===== config.mk =====
export PLATFORM = sky130hd
export DESIGN_NAME = fir_avg_n_flat
export DESIGN_NICKNAME = d
export VERILOG_FILES = /design/src/rtl/fir_avg_n_if.sv /design/src/rtl/fir_avg_n.sv /design/src/flat_wrapper.sv
export SDC_FILE = /design/constraint.sdc
export NUM_CORES = 1
export LEC_CHECK = 0
export CAP_MARGIN = 20
export CORE_MARGIN = 2
export CORE_UTILIZATION = 35
export DETAILED_ROUTE_END_ITERATION = 7
export GPL_ROUTABILITY_DRIVEN = 0
export HOLD_SLACK_MARGIN = 0.02
export PLACE_DENSITY = 0.61
export SLEW_MARGIN = 30
export SYNTH_ARGS = -nofsm -noshare
export SYNTH_HDL_FRONTEND = slang
export SYNTH_SLANG_ARGS = --single-unit
export TNS_END_PERCENT = 30

===== constraint.sdc =====
create_clock -name clk -period 4.35 [get_ports clk]
set_input_delay 1.305 -clock clk [delete_from_list [all_inputs] [get_ports clk]]
set_output_delay 1.305 -clock clk [all_outputs]
set_load 0.05 [all_outputs]

===== src/rtl/fir_avg_n_if.sv =====
// Sample/result bundle for fir_avg_n: flush, valid-qualified input samples,
// and the running-sum / average outputs with the window-full flag.
interface fir_avg_n_if #(
    parameter int W         = 16,
    parameter int TAPS_LOG2 = 2
);
    logic                   clr;
    logic                   in_valid;
    logic [W-1:0]           in_data;
    logic                   out_valid;
    logic [W+TAPS_LOG2-1:0] out_sum;
    logic [W-1:0]           out_avg;
    logic                   full;

    modport master (
        output clr, in_valid, in_data,
        input  out_valid, out_sum, out_avg, full
    );

    modport slave (
        input  clr, in_valid, in_data,
        output out_valid, out_sum, out_avg, full
    );
endinterface


===== src/rtl/fir_avg_n.sv =====
// N-tap (N = 2**TAPS_LOG2) running-sum moving-average filter for unsigned samples.
// Define FIR_AVG_ROUND_EN for round-half-up averaging; default truncates.
module fir_avg_n #(
    parameter int W         = 16,
    parameter int TAPS_LOG2 = 2
) (
    input  logic       clk,
    input  logic       rst_n,
    fir_avg_n_if.slave bus
);
    localparam int N  = 1 << TAPS_LOG2;
    localparam int SW = W + TAPS_LOG2;

    logic [W-1:0]         win_q [N];
    logic [W-1:0]         win_d [N];
    logic [TAPS_LOG2-1:0] ptr_q, ptr_d;
    logic [TAPS_LOG2:0]   cnt_q, cnt_d;
    logic [SW-1:0]        sum_q, sum_d;
    logic                 vld_q, vld_d;

    function automatic logic [W-1:0] avg_of(input logic [SW-1:0] s);
        logic [SW-1:0] r;
`ifdef FIR_AVG_ROUND_EN
        // Cannot overflow: N*(2**W-1) + N/2 < 2**SW.
        r = s + (SW'(1) << (TAPS_LOG2 - 1));
`else
        r = s;
`endif
        return r[SW-1:TAPS_LOG2];
    endfunction

    always_comb begin
        win_d = win_q;
        ptr_d = ptr_q;
        cnt_d = cnt_q;
        sum_d = sum_q;
        vld_d = 1'b0;
        if (bus.clr) begin
            for (int i = 0; i < N; i++) win_d[i] = '0;
            ptr_d = '0;
            cnt_d = '0;
            sum_d = '0;
        end else if (bus.in_valid) begin
            // The slot being overwritten is always part of sum_q, so this stays exact.
            sum_d        = sum_q + SW'(bus.in_data) - SW'(win_q[ptr_q]);
            win_d[ptr_q] = bus.in_data;
            ptr_d        = ptr_q + TAPS_LOG2'(1);
            if (!cnt_q[TAPS_LOG2]) cnt_d = cnt_q + (TAPS_LOG2 + 1)'(1);
            vld_d        = 1'b1;
        end
    end

    always_ff @(posedge clk or negedge rst_n) begin
        if (!rst_n) begin
            for (int i = 0; i < N; i++) win_q[i] <= '0;
            ptr_q <= '0;
            cnt_q <= '0;
            sum_q <= '0;
            vld_q <= 1'b0;
        end else begin
            for (int i = 0; i < N; i++) win_q[i] <= win_d[i];
            ptr_q <= ptr_d;
            cnt_q <= cnt_d;
            sum_q <= sum_d;
            vld_q <= vld_d;
        end
    end

    // The running sum already holds through idle cycles and zeroes on flush.
    assign bus.out_valid = vld_q;
    assign bus.out_sum   = sum_q;
    assign bus.out_avg   = avg_of(sum_q);
    assign bus.full      = cnt_q[TAPS_LOG2];
endmodule


===== src/flat_wrapper.sv =====
// flat-port wrapper written by rule: the top's interface ports become plain ports
module fir_avg_n_flat 
#(
    parameter int W         = 16,
    parameter int TAPS_LOG2 = 2
)
  (clk, rst_n, bus_clr, bus_in_valid, bus_in_data, bus_out_valid, bus_out_sum, bus_out_avg, bus_full);
  fir_avg_n_if #(.W(W), .TAPS_LOG2(TAPS_LOG2)) bus_i ();
  input  logic clk;
  input  logic rst_n;
  input wire logic [$bits(bus_i.clr)-1:0] bus_clr;
  input wire logic [$bits(bus_i.in_valid)-1:0] bus_in_valid;
  input wire logic [$bits(bus_i.in_data)-1:0] bus_in_data;
  output wire logic [$bits(bus_i.out_valid)-1:0] bus_out_valid;
  output wire logic [$bits(bus_i.out_sum)-1:0] bus_out_sum;
  output wire logic [$bits(bus_i.out_avg)-1:0] bus_out_avg;
  output wire logic [$bits(bus_i.full)-1:0] bus_full;
  assign bus_i.clr = bus_clr;
  assign bus_i.in_valid = bus_in_valid;
  assign bus_i.in_data = bus_in_data;
  assign bus_out_valid = bus_i.out_valid;
  assign bus_out_sum = bus_i.out_sum;
  assign bus_out_avg = bus_i.out_avg;
  assign bus_full = bus_i.full;
  fir_avg_n #(.W(W), .TAPS_LOG2(TAPS_LOG2)) u_core (.clk(clk), .rst_n(rst_n), .bus(bus_i));
endmodule

* After elaboration in Yosys (flattened, before gate mapping)
Index checks and enable logic that the tools add are counted.
** Word-level totals
- Flip-flop bits (word level) :: 88
- Input bits :: 20
- Output and inout port bits :: 36
- Logic and storage cells :: 37
** Cells by class
- Add/sub/neg operators :: 4
- $lt $le $gt $ge :: 2
- Eq/ne operators :: 1
- Mux-type cells :: 17
- Bitwise operators :: 1
- Reduce and logical (&&, ||, !) cells :: 3
** Operator list (number)
- $mux 64 :: 2
- $bwmux 64 :: 1
- $mux 16 :: 3
- $mux 18 :: 2
- $bmux 16 s2 :: 1
- $demux 16 s2 :: 1
- $add 18x16->18 :: 1
- $sub 18x16->18 :: 1
- $mux 3 :: 3
- $mux 2 :: 2
- $add 3x1->3 const B :: 1
- $ge 3x3->1 const B :: 1
- $lt 3x1->1 const B :: 1
- $not 2->3 :: 1
- $add 2x1->2 const B :: 1
- $mux 1 :: 2
- $ne 2x2->1 const B :: 1
- $reduce_and 2->1 :: 1
- $reduce_bool 2->1 :: 1
- $logic_and 1x1->1 :: 1

* Depth between registers and ports, before layout
Gate-level depths: netlist of run 1.
- Word-level depth :: 8
- Depth in mapped cells :: 13
- Gate-level depth less buffers :: 12

* Least setup slack after synthesis of run 1
OpenSTA, ideal clock, no wires.
- Kind :: register to register
- Start :: reg u_core.ptr_q[0]
- End :: reg u_core.sum_q[16], in the netlist u_core.bus.out_sum[16]
- Setup time :: 0.126 ns
- Arrival time :: 3.528 ns
- Required time :: 4.224 ns
- Slack :: 0.696 ns
- Cell stages (with the launch flop) :: 14
- Path buffers :: 2
- Clock period less this slack :: 3.654 ns
- Cells stage by stage :: dfrtp_1 -> buf_2 -> buf_2 -> mux4_2 -> fa_1 -> inv_1 -> ha_1 -> a21oi_2 -> o21ai_1 -> a221o_1 -> a31o_1 -> a221oi_2 -> xnor2_1 -> o21ai_1
** Between the ends
- Word-level cells in the longest chain between the ends :: 7
** RTL lines
- from (decl) :: line fir_avg_n.sv:16 : logic [TAPS_LOG2-1:0] ptr_q, ptr_d;
- from (signal assigned) :: line fir_avg_n.sv:62 : ptr_q <= ptr_d;
- $not 2->3 (not written as such) :: line fir_avg_n.sv:45 : sum_d = sum_q + SW'(bus.in_data) - SW'(win_q[ptr_q]);
- $bmux 16 s2 :: line fir_avg_n.sv:45
- $mux 16 (not written as such) (2 in a row) :: line fir_avg_n.sv:45
- $sub 18x16->18 :: line fir_avg_n.sv:45
- $mux 18 :: line fir_avg_n.sv:43 : end else if (bus.in_valid) begin
- $mux 18 :: line fir_avg_n.sv:38 : if (bus.clr) begin
- to (signal assigned) :: line fir_avg_n.sv:64 : sum_q <= sum_d;
- to (decl) :: line fir_avg_n.sv:18 : logic [SW-1:0] sum_q, sum_d;
No other way between the ends. The select of a mux whose other input is x is not followed.
A chain may end at the register's enable or synchronous reset.

* Final worst setup path of run 1
- Start :: in bus_in_data[1]
- End :: reg u_core.sum_q[16], in the netlist u_core.bus.out_sum[16]
** Between the ends
- Word-level cells in the longest chain between the ends :: 4
** RTL lines
- from (decl) :: line flat_wrapper.sv:13 : input wire logic [$bits(bus_i.in_data)-1:0] bus_in_data;
- $add 18x16->18 :: line fir_avg_n.sv:45
- $sub 18x16->18 :: line fir_avg_n.sv:45
- $mux 18 :: line fir_avg_n.sv:43
- $mux 18 :: line fir_avg_n.sv:38
No other way between the ends. The select of a mux whose other input is x is not followed.

==> results of run 1 <==
## metrics by stage
stage / power [W] / util [%] / hold WS, ns
6_report: 0.003652 / 42.31 / 0.5185
2_1_floorplan: 0.002369 / - / 0.4903
4_1_cts: 0.003681 / 42.31 / 0.5237
5_1_grt: 0.003924 / 42.31 / 0.5389
3_5_place_dp: 0.002869 / 40.29 / 0.5127
3_3_place_gp: 0.002845 / 40.27 / 0.5054
## metal layers
metal  track usage [%]  part of all wire (%)  vias up
li1                  -                     -     2033
met1             22.48                    45     1994
met2             29.19                    49       99
met3             2.295                   4.3       13
met4             5.688                   1.4        0
met5                 0                     0        -
## state kept, by name, indices dropped and copies added (netlist names)
| register | count |
|---|---|
| u_core.win_q | 64 |
| u_core.ptr_q | 2 |
| u_core.bus.out_valid | 1 |
| u_core.cnt_q | 3 |
| u_core.bus.out_sum | 18 |
## layout make-up
cell class / count / area, um^2 / share of cell area, %
clock inverter: 5 / 65.06 / 1.019
sequential: 88 / 2202 / 34.50
tap: 188 / 235.2 / 3.685
timing repair buffer: 73 / 694.4 / 10.88
inverter: 75 / 281.5 / 4.410
clock buffer: 10 / 239.0 / 3.744
multi-input combinational: 397 / 2666 / 41.77
## worst max-delay path: stages
cell	delay (ns)
clkdlybuf4s50_1	0.55
inv_1	0.11
fa_1	0.51
inv_1	0.07
fa_1	0.44
a21o_1	0.20
nand3_1	0.10
a31oi_1	0.17
a31o_1	0.28
a221oi_2	0.28
xnor2_1	0.14
o21ai_1	0.07
## how the worst min path moves through the flow
stage | endpoint | slack [ns]
after global placement | u_core.win_q[43] | 0.51
after detailed placement | u_core.cnt_q[2] | 0.51
final | u_core.win_q[20] | 0.52
after global routing | u_core.win_q[14] | 0.54
after CTS | u_core.win_q[20] | 0.52
after floorplan | u_core.cnt_q[1] | 0.49
## synthesized netlist by cell type (all sizes together) (4+ instances only)
master / instances
nor2: 26
nand2: 149
and2: 5
xor2: 4
clkbuf: 20
o21ai: 11
mux2i: 9
fa: 16
nand3: 9
a21oi: 80
buf: 23
mux4: 16
inv: 75
ha: 23
dfrtp: 88
xnor2: 10
nor3: 7
## where the power goes
part,leakage (nW),total (W),internal (W),switching (W)
logic,1.52,0.00187,0.000735,0.00113
clock network,0.150,0.000802,0.000464,0.000338
registers,1.20,0.000983,0.000898,0.0000848
total,2.87,0.00365,0.00210,0.00156
## kinds of logic (layout without fill, tap and decap cells)
kind of cell / Yosys count / after routing
AND/OR/NAND/NOR: 206 / 206
buffers and inverters: 118 / 163
AO/OA/AOI/OAI: 113 / 113
flip-flops: 88 / 88
adder cells (fa/ha/maj): 39 / 39
multiplexers: 25 / 25
XOR/XNOR: 14 / 14
==> impl_metrics.env, run 1 <==
export IMPL_io_pins=56
export IMPL_syn_num_nets=662
export IMPL_n_antenna_cell=0
export IMPL_cts_resized=0
export IMPL_reg2reg_depth=12
export IMPL_ant_nets=0
export IMPL_power_leakage_nw=2.872
export IMPL_crit_required_ns=4.57
export IMPL_root_buffer="clkbuf_16"
export IMPL_avgSynthCellArea_um2=8.914
export IMPL_routedWlPerCell_um=15.45
export IMPL_port_buffers=55
export IMPL_start_kind="input port"
export IMPL_reg2reg_slack_ns=0.61
export IMPL_max_slew_margin_rel_pct=42.99
export IMPL_vias_per_cell=4.951
export IMPL_drt_pass1_iter_count=4
export IMPL_yosysTopAreaCell="dfrtp_1"
export IMPL_post_dp_cell_area_um2=6080
export IMPL_synth_flop_cell="dfrtp_1"
export IMPL_path_clk_slew_ns=0.07
export IMPL_ys_top_cells_by_area="dfrtp_1 41%, nand2_1 10%, a21oi_1 7.4%"
export IMPL_timing_fmax_mhz=248.4
export IMPL_hpwl_um=9297
export IMPL_rsz0062_at_grt="false"
export IMPL_period_needed_ns=4.026
export IMPL_die_area_um2=16360
export IMPL_peakVddDrop_mv=0.2415
export IMPL_synth_fa_ha_area_share_pct=11.31
export IMPL_tns_ns=0
export IMPL_nNetsFinal=703
export IMPL_ys_types=44
export IMPL_synth_compound_area_share_pct=12.06
export IMPL_status="finished, final reports clean"
export IMPL_cap_violations=0
export IMPL_synth_seq_cells=88
export IMPL_synth_area_um2=5375
export IMPL_drt_iter0_drc=263
export IMPL_vias=4139
export IMPL_numCtsBuffers=9
export IMPL_stdcell_count=836
export IMPL_antenna_found_initial=0
export IMPL_grt_usage_pct=17.08
export IMPL_min_path_type="reg -> reg"
export IMPL_clock_skew_ns=0.005372
export IMPL_regToRegStartpoint="u_core.ptr_q[0]"
export IMPL_cts_tree="done"
export IMPL_cts_sinks=88
export IMPL_power_density_nw_per_um2=572.1
export IMPL_drt_total_wl_um=12920
export IMPL_crit_path_end="u_core.bus.out_sum[16]"
export IMPL_die_h_um=127.9
export IMPL_setup_slack_ns=0.3239
export IMPL_die_x_um=127.9
export IMPL_slew_violations=0
export IMPL_worstHoldStart="u_core.win_q[20]"
export IMPL_synth_cells=603
export IMPL_synth_edf_count=0
export IMPL_start_util_pct=35.62
export IMPL_cts_hold_buf=0
export IMPL_grt_pass1_vias=4309
export IMPL_final_hold_viol_count=0
export IMPL_worst_pin_slew_ns=0.8551
export IMPL_synth_top_family_by_area="simple AND/OR/NAND/NOR gates"
export IMPL_htree_num_levels=3
export IMPL_synth_mux_area_share_pct=8.380
export IMPL_final_cell_mix="149 x nand2_1, 88 x dfrtp_1, 79 x a21oi_1, 75 x inv_1, 53 x clkdlybuf4s50_1"
export IMPL_drc=0
export IMPL_synth_xor_area_share_pct=2.281
export IMPL_r2r_end="u_core.bus.out_sum[16]"
export IMPL_end_kind="flip-flop"
export IMPL_synth_simple_area_share_pct=15.57
export IMPL_synth_top_area_share_pct=40.97
export IMPL_stdcell_area_um2=6384
export IMPL_post_place_ws_ns=-0.03945
export IMPL_grt_overflow=0
export IMPL_cts_max_path_buffers=2
export IMPL_dp_cells=821
export IMPL_holdPathStages=2
export IMPL_final_common_cell="nand2_1"
export IMPL_worstPathArrival_ns=4.24
export IMPL_yosys_warnings=0
export IMPL_post_cts_buffers=0
export IMPL_async_flop_share_pct=100.0
export IMPL_crit_type="in -> reg"
export IMPL_finalSetupViolations=0
export IMPL_clock_latency_ns=0.34
export IMPL_syn2layout_area_growth_pct=18.76
export IMPL_cp_startpoint="bus_in_data[1]"
export IMPL_cp_max_fo=5
export IMPL_grt_pass1_wl_um=21850
export IMPL_drive_gt1_share_pct=8.642
export IMPL_core_um2=15090
export IMPL_synth_seq_area_share_pct=40.97
export IMPL_grt_start_max_net_pins=89
export IMPL_rows=45
export IMPL_finalCritPeriodShare_pct=92.55
export IMPL_fillers=1501
No activity file was read; power rests on OpenSTA's default activity.
==> inputs of run 2 (changes only) <==
--- a/config.mk
+++ b/config.mk
@@ -6,7 +6,7 @@
 export NUM_CORES = 1
 export LEC_CHECK = 0
 export CAP_MARGIN = 20
-export CORE_MARGIN = 2
+export CORE_ASPECT_RATIO = 0.7
 export CORE_UTILIZATION = 35
 export DETAILED_ROUTE_END_ITERATION = 7
 export GPL_ROUTABILITY_DRIVEN = 0
==> run 2 against run 1 <==
  * Routed wire length increased by 7.0%
  * Combinational power increased by 4%
  * Clock skew increased by 0.0048 ns
  * Die area decreased by 3.1%
  * Final cell count increased by 1.2%
  * Sequential share of layout area decreased by 0.22 points
  * Flip-flop and latch count unchanged
  * Setup slack improved by 0.040 ns
  * Maximum frequency increased by 1.0%
  * Core utilization increased by 0.93 points
==> impl_metrics.env, run 2 (synthesis results as in run 1) <==
export IMPL_finalCritPeriodShare_pct=91.64
export IMPL_crit_type="in -> reg"
export IMPL_worst_pin_slew_ns=0.9220
export IMPL_clock_skew_ns=0.01019
export IMPL_timing_fmax_mhz=250.9
export IMPL_largest_reg_flops=64
export IMPL_period_needed_ns=3.986
export IMPL_port_buffers=55
export IMPL_hpwl_um=9786
export IMPL_power_leakage_nw=2.894
export IMPL_routedWlPerCell_um=16.34
export IMPL_grt_start_max_net_pins=89
export IMPL_stdcell_area_um2=6425
export IMPL_htree_num_levels=3
export IMPL_cts_resized=0
export IMPL_rsz0062_at_grt="false"
export IMPL_peakVddDrop_mv=0.2563
export IMPL_drive_gt1_share_pct=9.063
export IMPL_rows=37
export IMPL_drt_total_wl_um=13820
export IMPL_end_kind="flip-flop"
export IMPL_cts_max_path_buffers=2
export IMPL_start_util_pct=36.17
export IMPL_n_antenna_cell=0
export IMPL_worstHoldStart="u_core.win_q[13]"
export IMPL_start_kind="input port"
export IMPL_grt_usage_pct=18.88
export IMPL_syn2layout_area_growth_pct=19.53
export IMPL_nNetsFinal=705
export IMPL_drt_pass1_iter_count=5
export IMPL_worst_hold_slack_ns=0.5216
export IMPL_status="finished, final reports clean"
export IMPL_fillers=1422
export IMPL_slew_violations=0
export IMPL_die_x_um=150.1
export IMPL_drt_iter0_drc=306
export IMPL_die_h_um=105.7
export IMPL_final_hold_viol_count=0
export IMPL_numCtsBuffers=9
export IMPL_tns_ns=0
export IMPL_grt_pass1_wl_um=22850
export IMPL_reg2reg_slack_ns=0.78
export IMPL_antenna_found_initial=0
export IMPL_power_density_nw_per_um2=590.2
export IMPL_reg2reg_depth=12
export IMPL_final_common_cell="nand2_1"
export IMPL_top_register="u_core.win_q"
export IMPL_root_buffer="clkbuf_16"
export IMPL_grt_pass1_vias=4198
export IMPL_cts_sinks=88
export IMPL_drc=0
export IMPL_vias_per_cell=5.027
export IMPL_vias=4253
export IMPL_io_pins=56
export IMPL_worstPathArrival_ns=4.20
export IMPL_cap_violations=0
export IMPL_cts_hold_buf=0
export IMPL_grt_overflow=0
export IMPL_finalSetupViolations=0
export IMPL_clock_latency_ns=0.35
export IMPL_cp_max_fo=5
export IMPL_regToRegStartpoint="u_core.ptr_q[0]"
export IMPL_ant_nets=0
export IMPL_min_path_type="reg -> reg"
export IMPL_holdPathStages=2
export IMPL_post_cts_buffers=0
export IMPL_max_slew_margin_rel_pct=38.54
export IMPL_core_um2=14860
export IMPL_final_cell_mix="149 x nand2_1, 88 x dfrtp_1, 79 x a21oi_1, 75 x inv_1, 53 x clkdlybuf4s50_1"
export IMPL_post_dp_cell_area_um2=6091
export IMPL_whs_endpoint="u_core.win_q[13]"
export IMPL_crit_required_ns=4.57
export IMPL_r2r_end="u_core.bus.out_sum[16]"
export IMPL_die_area_um2=15870
export IMPL_path_clk_slew_ns=0.06
export IMPL_cts_tree="done"
run 2: cell types whose count changed in the layout (fill, tap and decap cells not counted):
cell	delta
buf_4	+3
bufinv_16	+1
buf_12	-1
inv_6	+1
clkinv_4	-1
run 2: layout make-up:
type                    instances  area (um^2)  area share [%]
well taps                     195        244.0           3.797
clock buffers                  10        239.0           3.720
inverters                      75        281.5           4.382
flip-flops and latches         88         2202           34.27
multi-input cells             397         2666           41.50
repair buffers                 75        696.9           10.85
clock inverters                 6        95.09           1.480
run 2: where the power goes:
| part | internal (W) | total [W] | switching, W |
|---|---|---|---|
| Sequential | 0.000898 | 0.000987 | 0.0000893 |
| Combinational | 0.000751 | 0.00194 | 0.00119 |
| Clock | 0.000526 | 0.000868 | 0.000341 |
run 2: worst max path at each step:
stage                         start                      to  slack, ns
floorplan           u_core.ptr_q[0]  u_core.bus.out_sum[16]       0.70
global placement     bus_in_data[1]  u_core.bus.out_sum[16]       0.06
detailed placement   bus_in_data[5]  u_core.bus.out_sum[13]       0.05
CTS                  bus_in_data[5]  u_core.bus.out_sum[13]       0.39
global route         bus_in_data[5]  u_core.bus.out_sum[13]       0.13
finish               bus_in_data[1]  u_core.bus.out_sum[16]       0.36
run 2: critical path: stages:
cell	delay (ns)
clkdlybuf4s50_1	0.56
inv_1	0.08
fa_1	0.50
inv_1	0.07
fa_1	0.44
a21o_1	0.21
nand3_1	0.10
a31oi_1	0.17
a31o_1	0.27
a221oi_2	0.28
xnor2_1	0.15
o21ai_1	0.07
run 2: metrics by stage:
step                      setup WS (ns)  utilization, %  power (W)  std cells
after global placement          0.05638           40.96   0.002893        830
after CTS                        0.3933           43.23   0.003801        846
after detailed placement        0.04951           40.99   0.002920        830
after floorplan                  0.6956               -   0.002369        603
after global routing             0.1257           43.23   0.004050        846
final                            0.3638           43.23   0.003792        846
run 2: metal layers:
metal / track usage [%] / wire length [um] / part of all wire [%]
met1: 28.83 / 7094 / 51
met2: 26.52 / 5767 / 42
met3: 4.892 / 883 / 6.4
met4: 3.752 / 76 / 0.55
met5: 0 / 0 / 0
